`src/rtl/countdown_pkg.sv`:
```
// rtl/countdown_pkg.sv - shared types and helpers for the countdown timer
package countdown_pkg;

    typedef enum logic [1:0] {
        IDLE  = 2'd0,
        RUN   = 2'd1,
        PAUSE = 2'd2,
        DONE  = 2'd3
    } cd_state_t;

    // Prescaler counter width; a divide-by-1 still gets a 1-bit counter.
    function automatic int presc_width(input int div);
        return (div <= 1) ? 1 : $clog2(div);
    endfunction

endpackage

```
`src/rtl/tick_prescaler.sv`:
```
// rtl/tick_prescaler.sv - divides enabled clock cycles down to a one-cycle tick
module tick_prescaler
    import countdown_pkg::*;
#(
    parameter int TICK_DIV = 1
) (
    input  logic clk,
    input  logic resetn,
    input  logic enable,
    input  logic clear,
    output logic tick
);

    generate
        if (TICK_DIV <= 1) begin : g_bypass
            logic unused_bits;
            assign unused_bits = ^{clk, resetn, clear};
            assign tick        = enable;
        end else begin : g_div
            localparam int W = presc_width(TICK_DIV);
            localparam logic [W-1:0] LAST = W'(TICK_DIV - 1);

            logic [W-1:0] cnt;

            // Counter only advances while enabled, so a pause keeps the phase.
            always_ff @(posedge clk or negedge resetn) begin
                if (!resetn) begin
                    cnt <= '0;
                end else if (clear) begin
                    cnt <= '0;
                end else if (enable) begin
                    cnt <= (cnt == LAST) ? '0 : cnt + 1'b1;
                end
            end

            assign tick = enable && (cnt == LAST);
        end
    endgenerate

endmodule

```
`src/rtl/countdown_timer.sv`:
```
// rtl/countdown_timer.sv - loadable countdown timer with pause, auto-reload and expiry pulse
module countdown_timer
    import countdown_pkg::*;
#(
    parameter int DATA_WIDTH = 16,
    parameter int MAX        = 99,
    parameter int TICK_DIV   = 1
) (
    input  logic                  clk,
    input  logic                  resetn,
    input  logic                  load,
    input  logic [DATA_WIDTH-1:0] load_value,
    input  logic                  start,
    input  logic                  stop,
    input  logic                  auto_reload,
    output logic [DATA_WIDTH-1:0] count,
    output logic                  running,
    output logic                  done,
    output logic                  expired
);

    localparam logic [DATA_WIDTH-1:0] MAX_V = DATA_WIDTH'(MAX);
    localparam logic [DATA_WIDTH-1:0] ONE   = DATA_WIDTH'(1);

    cd_state_t             state;
    cd_state_t             state_nxt;
    logic [DATA_WIDTH-1:0] reload;
    logic [DATA_WIDTH-1:0] load_sat;
    logic                  enable;
    logic                  tick;
    logic                  terminal;
    logic                  reload_ok;
    logic                  restart;

    assign load_sat  = (load_value > MAX_V) ? MAX_V : load_value;
    // load and stop both outrank the tick, so neither can coincide with an expiry.
    assign enable    = (state == RUN) && !load && !stop;
    assign terminal  = tick && (count == ONE);
    assign reload_ok = auto_reload && (reload != '0);
    assign restart   = (state == DONE) && start && !stop && !load && (reload != '0);

    tick_prescaler #(
        .TICK_DIV(TICK_DIV)
    ) u_prescaler (
        .clk   (clk),
        .resetn(resetn),
        .enable(enable),
        .clear (load),
        .tick  (tick)
    );

    always_ff @(posedge clk or negedge resetn) begin
        if (!resetn) begin
            state <= IDLE;
        end else begin
            state <= state_nxt;
        end
    end

    always_comb begin
        state_nxt = state;
        if (load) begin
            state_nxt = IDLE;
        end else begin
            case (state)
                IDLE, PAUSE: if (!stop && start && count != '0) state_nxt = RUN;
                RUN: begin
                    if (stop) begin
                        state_nxt = PAUSE;
                    end else if (terminal && !reload_ok) begin
                        state_nxt = DONE;
                    end
                end
                DONE:    if (restart) state_nxt = RUN;
                default: state_nxt = IDLE;
            endcase
        end
    end

    always_comb begin
        running = 1'b0;
        done    = 1'b0;
        case (state)
            RUN:     running = 1'b1;
            DONE:    done    = 1'b1;
            default: ;
        endcase
    end

    always_ff @(posedge clk or negedge resetn) begin
        if (!resetn) begin
            count  <= '0;
            reload <= '0;
        end else if (load) begin
            count  <= load_sat;
            reload <= load_sat;
        end else if (restart) begin
            count <= reload;
        end else if (tick) begin
            if (count == ONE) begin
                count <= reload_ok ? reload : '0;
            end else if (count > ONE) begin
                count <= count - ONE;
            end
        end
    end

    always_ff @(posedge clk or negedge resetn) begin
        if (!resetn) begin
            expired <= 1'b0;
        end else begin
            expired <= terminal;
        end
    end

endmodule
```
`config.mk`:
```
export PLATFORM = sky130hd
export DESIGN_NAME = countdown_timer
export DESIGN_NICKNAME = d
export VERILOG_FILES = /design/src/rtl/countdown_pkg.sv /design/src/rtl/tick_prescaler.sv /design/src/rtl/countdown_timer.sv
export SDC_FILE = /design/constraint.sdc
export NUM_CORES = 1
export LEC_CHECK = 0
export CORE_ASPECT_RATIO = 0.8
export CORE_MARGIN = 2
export CORE_UTILIZATION = 43
export DETAILED_ROUTE_END_ITERATION = 12
export GPL_TIMING_DRIVEN = 0
export PLACE_DENSITY_LB_ADDON = 0.15
export SETUP_SLACK_MARGIN = 0.5
export SLEW_MARGIN = 40
export SYNTH_ARGS = -nofsm -noshare
export SYNTH_HDL_FRONTEND = slang
export SYNTH_SLANG_ARGS = --single-unit
```
`constraint.sdc`:
```
create_clock -name clk -period 3.1 [get_ports clk]
set_input_delay 0.31 -clock clk [delete_from_list [all_inputs] [get_ports clk]]
set_output_delay 0.31 -clock clk [all_outputs]
set_load 0.03 [all_outputs]
```
==> results.json <==
{
  "r2r_slack_ps": 710,
  "final_util_pct": 58.9,
  "syn_area_um2": 2090,
  "clockBufferDepth": 2,
  "cp_cell_sequence": "inv_1 > ha_1 > nor4b_4 > and2_1 > a31o_1 > buf_6 > and2_1 > buf_6 > buf_6 > a32oi_1",
  "routedWlPerCell_um": 17.1,
  "cts_max_level": 2,
  "met2_usage_pct": 33.4,
  "n_antenna_cell": 0,
  "max_freq_ghz": 0.419,
  "dr.pass1.iters": 5,
  "maxCapViolations": 0,
  "routed_wl_mm": 5.62,
  "gp_congestion": 0.940,
  "busiest_layer": "met1",
  "power.share.clock_pct": 32.0,
  "hp-class": "in -> async",
  "synthArstFlopShare_pct": 100,
  "n_fill_cell": 425,
  "cp.required_ps": 3250,
  "crit_top_cell": "buf_6",
  "areaGrowthSynthToFinish_pct": 30.2,
  "internal-power_mw": 0.886,
  "finalMaxSlewViolations": 0,
  "comb_power_share_pct": 28.4,
  "cp-end-kind": "flop",
  "worst_pin_slew_ps": 511,
  "dp_cells": 319,
  "synth_ff_type": "dfrtp_1",
  "max_slew_margin_pct": 65.9,
  "core_um2": 4620,
  "p_per_area_nw_per_um2": 480,
  "p_sw_share_pct": 32.3,
  "synthDistinctLibCells": 48,
  "cts_root_buffer": "clkbuf_8",
  "grt.overflow.total": 0,
  "critPathKind": "reg -> reg",
  "seq_area_um2": 876,
  "met1_usage_pct": 34.9,
  "path_max_fanout": 10,
  "insertion_delay_ps": 290,
  "synth-edff-count": 0,
  "switchingPower_mw": 0.423,
  "critPathLaunchType": "flop",
  "reg2reg_depth": 10,
  "yosysWarnings": 0,
  "critPathMaxStageDelay_ps": 470,
  "grt_usage_pct": 24.1,
  "critical_path.slowest_cell": "dfrtp_1",
  "finalSetupViolCount": 0,
  "finalNetCount": 292,
  "dieArea_um2": 5440,
  "cts_sinks": 35,
  "grt_pass1_wl_mm": 9.72,
  "final-instance-count-excl-fill": 329,
  "tns_ps": 0,
  "use_met3_pct": 7.38,
  "portBuffers": 40,
  "hold_viol": 0,
  "ios": 41,
  "skew_ps": 10.6,
  "route.detailed.drc": 0,
  "vias": 1980,
  "die_w_um": 82.0,
  "synth.ff_latch_count": 35,
  "std_cell_rows": 22,
  "initial_core_util_pct": 45.2,
  "drt-initial-drc-count": 231,
  "synth_cells": 218,
  "dp_hpwl_mm": 4.27,
  "avgSynthCellArea_um2": 9.60,
  "power_leakage_nw": 1.13,
  "numCtsBuffers": 5,
  "pwr-share-seq_pct": 39.6,
  "ant_nets": 0,
  "clkSlewWorstSetupHoldPaths_ps": 70,
  "cts_tree": "built",
  "multiInputGateArea_um2": 1060,
  "arrival_ps": 2530,
  "r2r_end": "count[1]$_DFFE_PN0P_",
  "viasPerCell": 6.02,
  "placed_area_um2": 2590,
  "yosysSeqAreaShare_pct": 41.9,
  "grt_max_degree": 24,
  "fin_ws_ps": 714,
  "cts_resized": 0,
  "grt_pass1_vias": 1951,
  "rsz0062_at_grt": "no",
  "final_area_um2": 2720,
  "period_minus_slack_ps": 2390,
  "fin_crit_sh_pct": 77.0,
  "r2r-start": "count[0]$_DFFE_PN0P_",
  "outcome": "complete, no violations",
  "peakVddDrop_mv": 0.304,
  "syn_nets": 242,
  "die_h_um": 66.4,
  "place_ws_ps": 561,
  "drive_above_1_share_pct": 12.3,
  "antenna_found_initial": 0
}
==> critical path: cells and delay by family, from the launching register on <==
kind                     cells  cell delay [ps]
flip-flops                   1              470
AND/OR/NAND/NOR              3              730
adder cells (fa/ha/maj)      1              230
AO/OA/AOI/OAI                2              260
buffers and inverters        4              550
==> placed cells by master, fill, tap and decap left out, types with 2 or more instances in the layout <==
cell type / n
ha_1: 2
nor2b_1: 13
a22oi_2: 2
o22ai_1: 3
buf_2: 6
nor4_2: 2
a22oi_1: 9
a21boi_0: 3
nand2_1: 6
or4_1: 2
buf_6: 5
buf_4: 2
dfrtp_1: 35
and2_1: 3
nand3_1: 7
nand4_1: 4
clkdlybuf4s50_1: 39
a221oi_1: 4
or3_1: 2
a21o_1: 4
nor4_1: 7
a32oi_1: 7
o21ai_1: 4
o211ai_1: 10
inv_1: 15
o21ai_0: 13
nor2_1: 10
clkbuf_8: 5
and3_1: 3
o311ai_0: 3
a21oi_1: 7
a2bb2oi_1: 2
nor3_1: 8
==> area by class of cell <==
cell class	count	area share [%]
Tap cell	60	2.76
Clock inverter	3	1.75
Sequential cell	35	32.2
Timing Repair Buffer	43	16.2
Inverter	16	2.20
Buffer	13	3.54
Multi-Input combinational cell	154	38.9
Clock buffer	5	2.53
==> how the worst max path moves through the flow <==
stage | startpoint | endpoint | slack [ps] | cells past startpoint
floorplan | count[0]$_DFFE_PN0P_ | count[7]$_DFFE_PN0P_ | 840 | 8
detailed placement | load | count[1]$_DFFE_PN0P_ | 560 | 8
finish | count[0]$_DFFE_PN0P_ | count[1]$_DFFE_PN0P_ | 710 | 10
CTS | count[0]$_DFFE_PN0P_ | count[1]$_DFFE_PN0P_ | 660 | 10
global placement | load | count[12]$_DFFE_PN0P_ | 560 | 8
global route | count[0]$_DFFE_PN0P_ | count[12]$_DFFE_PN0P_ | 530 | 10
==> per-layer routing <==
layer	part of all wire, %	wire, µm
met3	9.5	534
met4	1.4	76
met1	47	2640
met2	42	2380
met5	0	0
==> flip-flops by register name (all words and copies together), names as in the netlist <==
signal   cells
count       16
expired      1
reload      16
state        2
==> power by group through the flow <==
stage                     Combinational [mW]  Clock [mW]  Sequential (mW)
after floorplan                        0.194           0            0.559
after global placement                 0.361           0            0.525
after detailed placement               0.365           0            0.527
after CTS                              0.367       0.429            0.518
after global routing                   0.407       0.458            0.522
final                                  0.371       0.418            0.519
==> cells in the mapped netlist (3+ instances only) <==
library cell / number / share of area, %
o211ai_1: 10 / 3.6
nor4_1: 7 / 2.1
o311ai_0: 3 / 1.3
buf_6: 5 / 2.7
buf_2: 5 / 1.2
and3_1: 3 / 0.90
nor2b_1: 13 / 3.9
nand3_1: 7 / 1.7
dfrtp_1: 35 / 42
o21ai_0: 13 / 3.1
o22ai_1: 3 / 0.90
a32oi_1: 7 / 2.9
nand4_1: 4 / 1.2
a21boi_0: 3 / 1.1
a21oi_1: 7 / 1.7
inv_1: 15 / 2.7
o21ai_1: 4 / 0.96
and2_1: 3 / 0.90
a22oi_1: 9 / 3.2
a221oi_1: 4 / 1.7
a21o_1: 4 / 1.4
nand2_1: 6 / 1.1
nor3_1: 8 / 1.9
nor2_1: 10 / 1.8
==> per-stage QoR <==
stage          total power [mW]  hold WS, ps
2_1_floorplan             0.754         14.4
3_3_place_gp              0.886          493
3_5_place_dp              0.892          226
4_1_cts                    1.31          455
5_1_grt                    1.39          492
6_report                   1.31          441
==> cells by family (layout without fill, tap and decap cells) <==
family | after synthesis | in the layout | synth area share, %
AO/OA/AOI/OAI | 79 | 79 | 27.9
AND/OR/NAND/NOR | 73 | 73 | 21.6
flip-flops | 35 | 35 | 41.9
buffers and inverters | 29 | 80 | 7.48
adder cells (fa/ha/maj) | 2 | 2 | 1.20
==> timing repair <==
action                                  CTS  global route
hold buffers                              1             0
endpoints found under the setup margin    0             5
hold endpoints to repair                 12             0
setup buffers                             0             1
No activity file was read; power rests on OpenSTA's default activity.
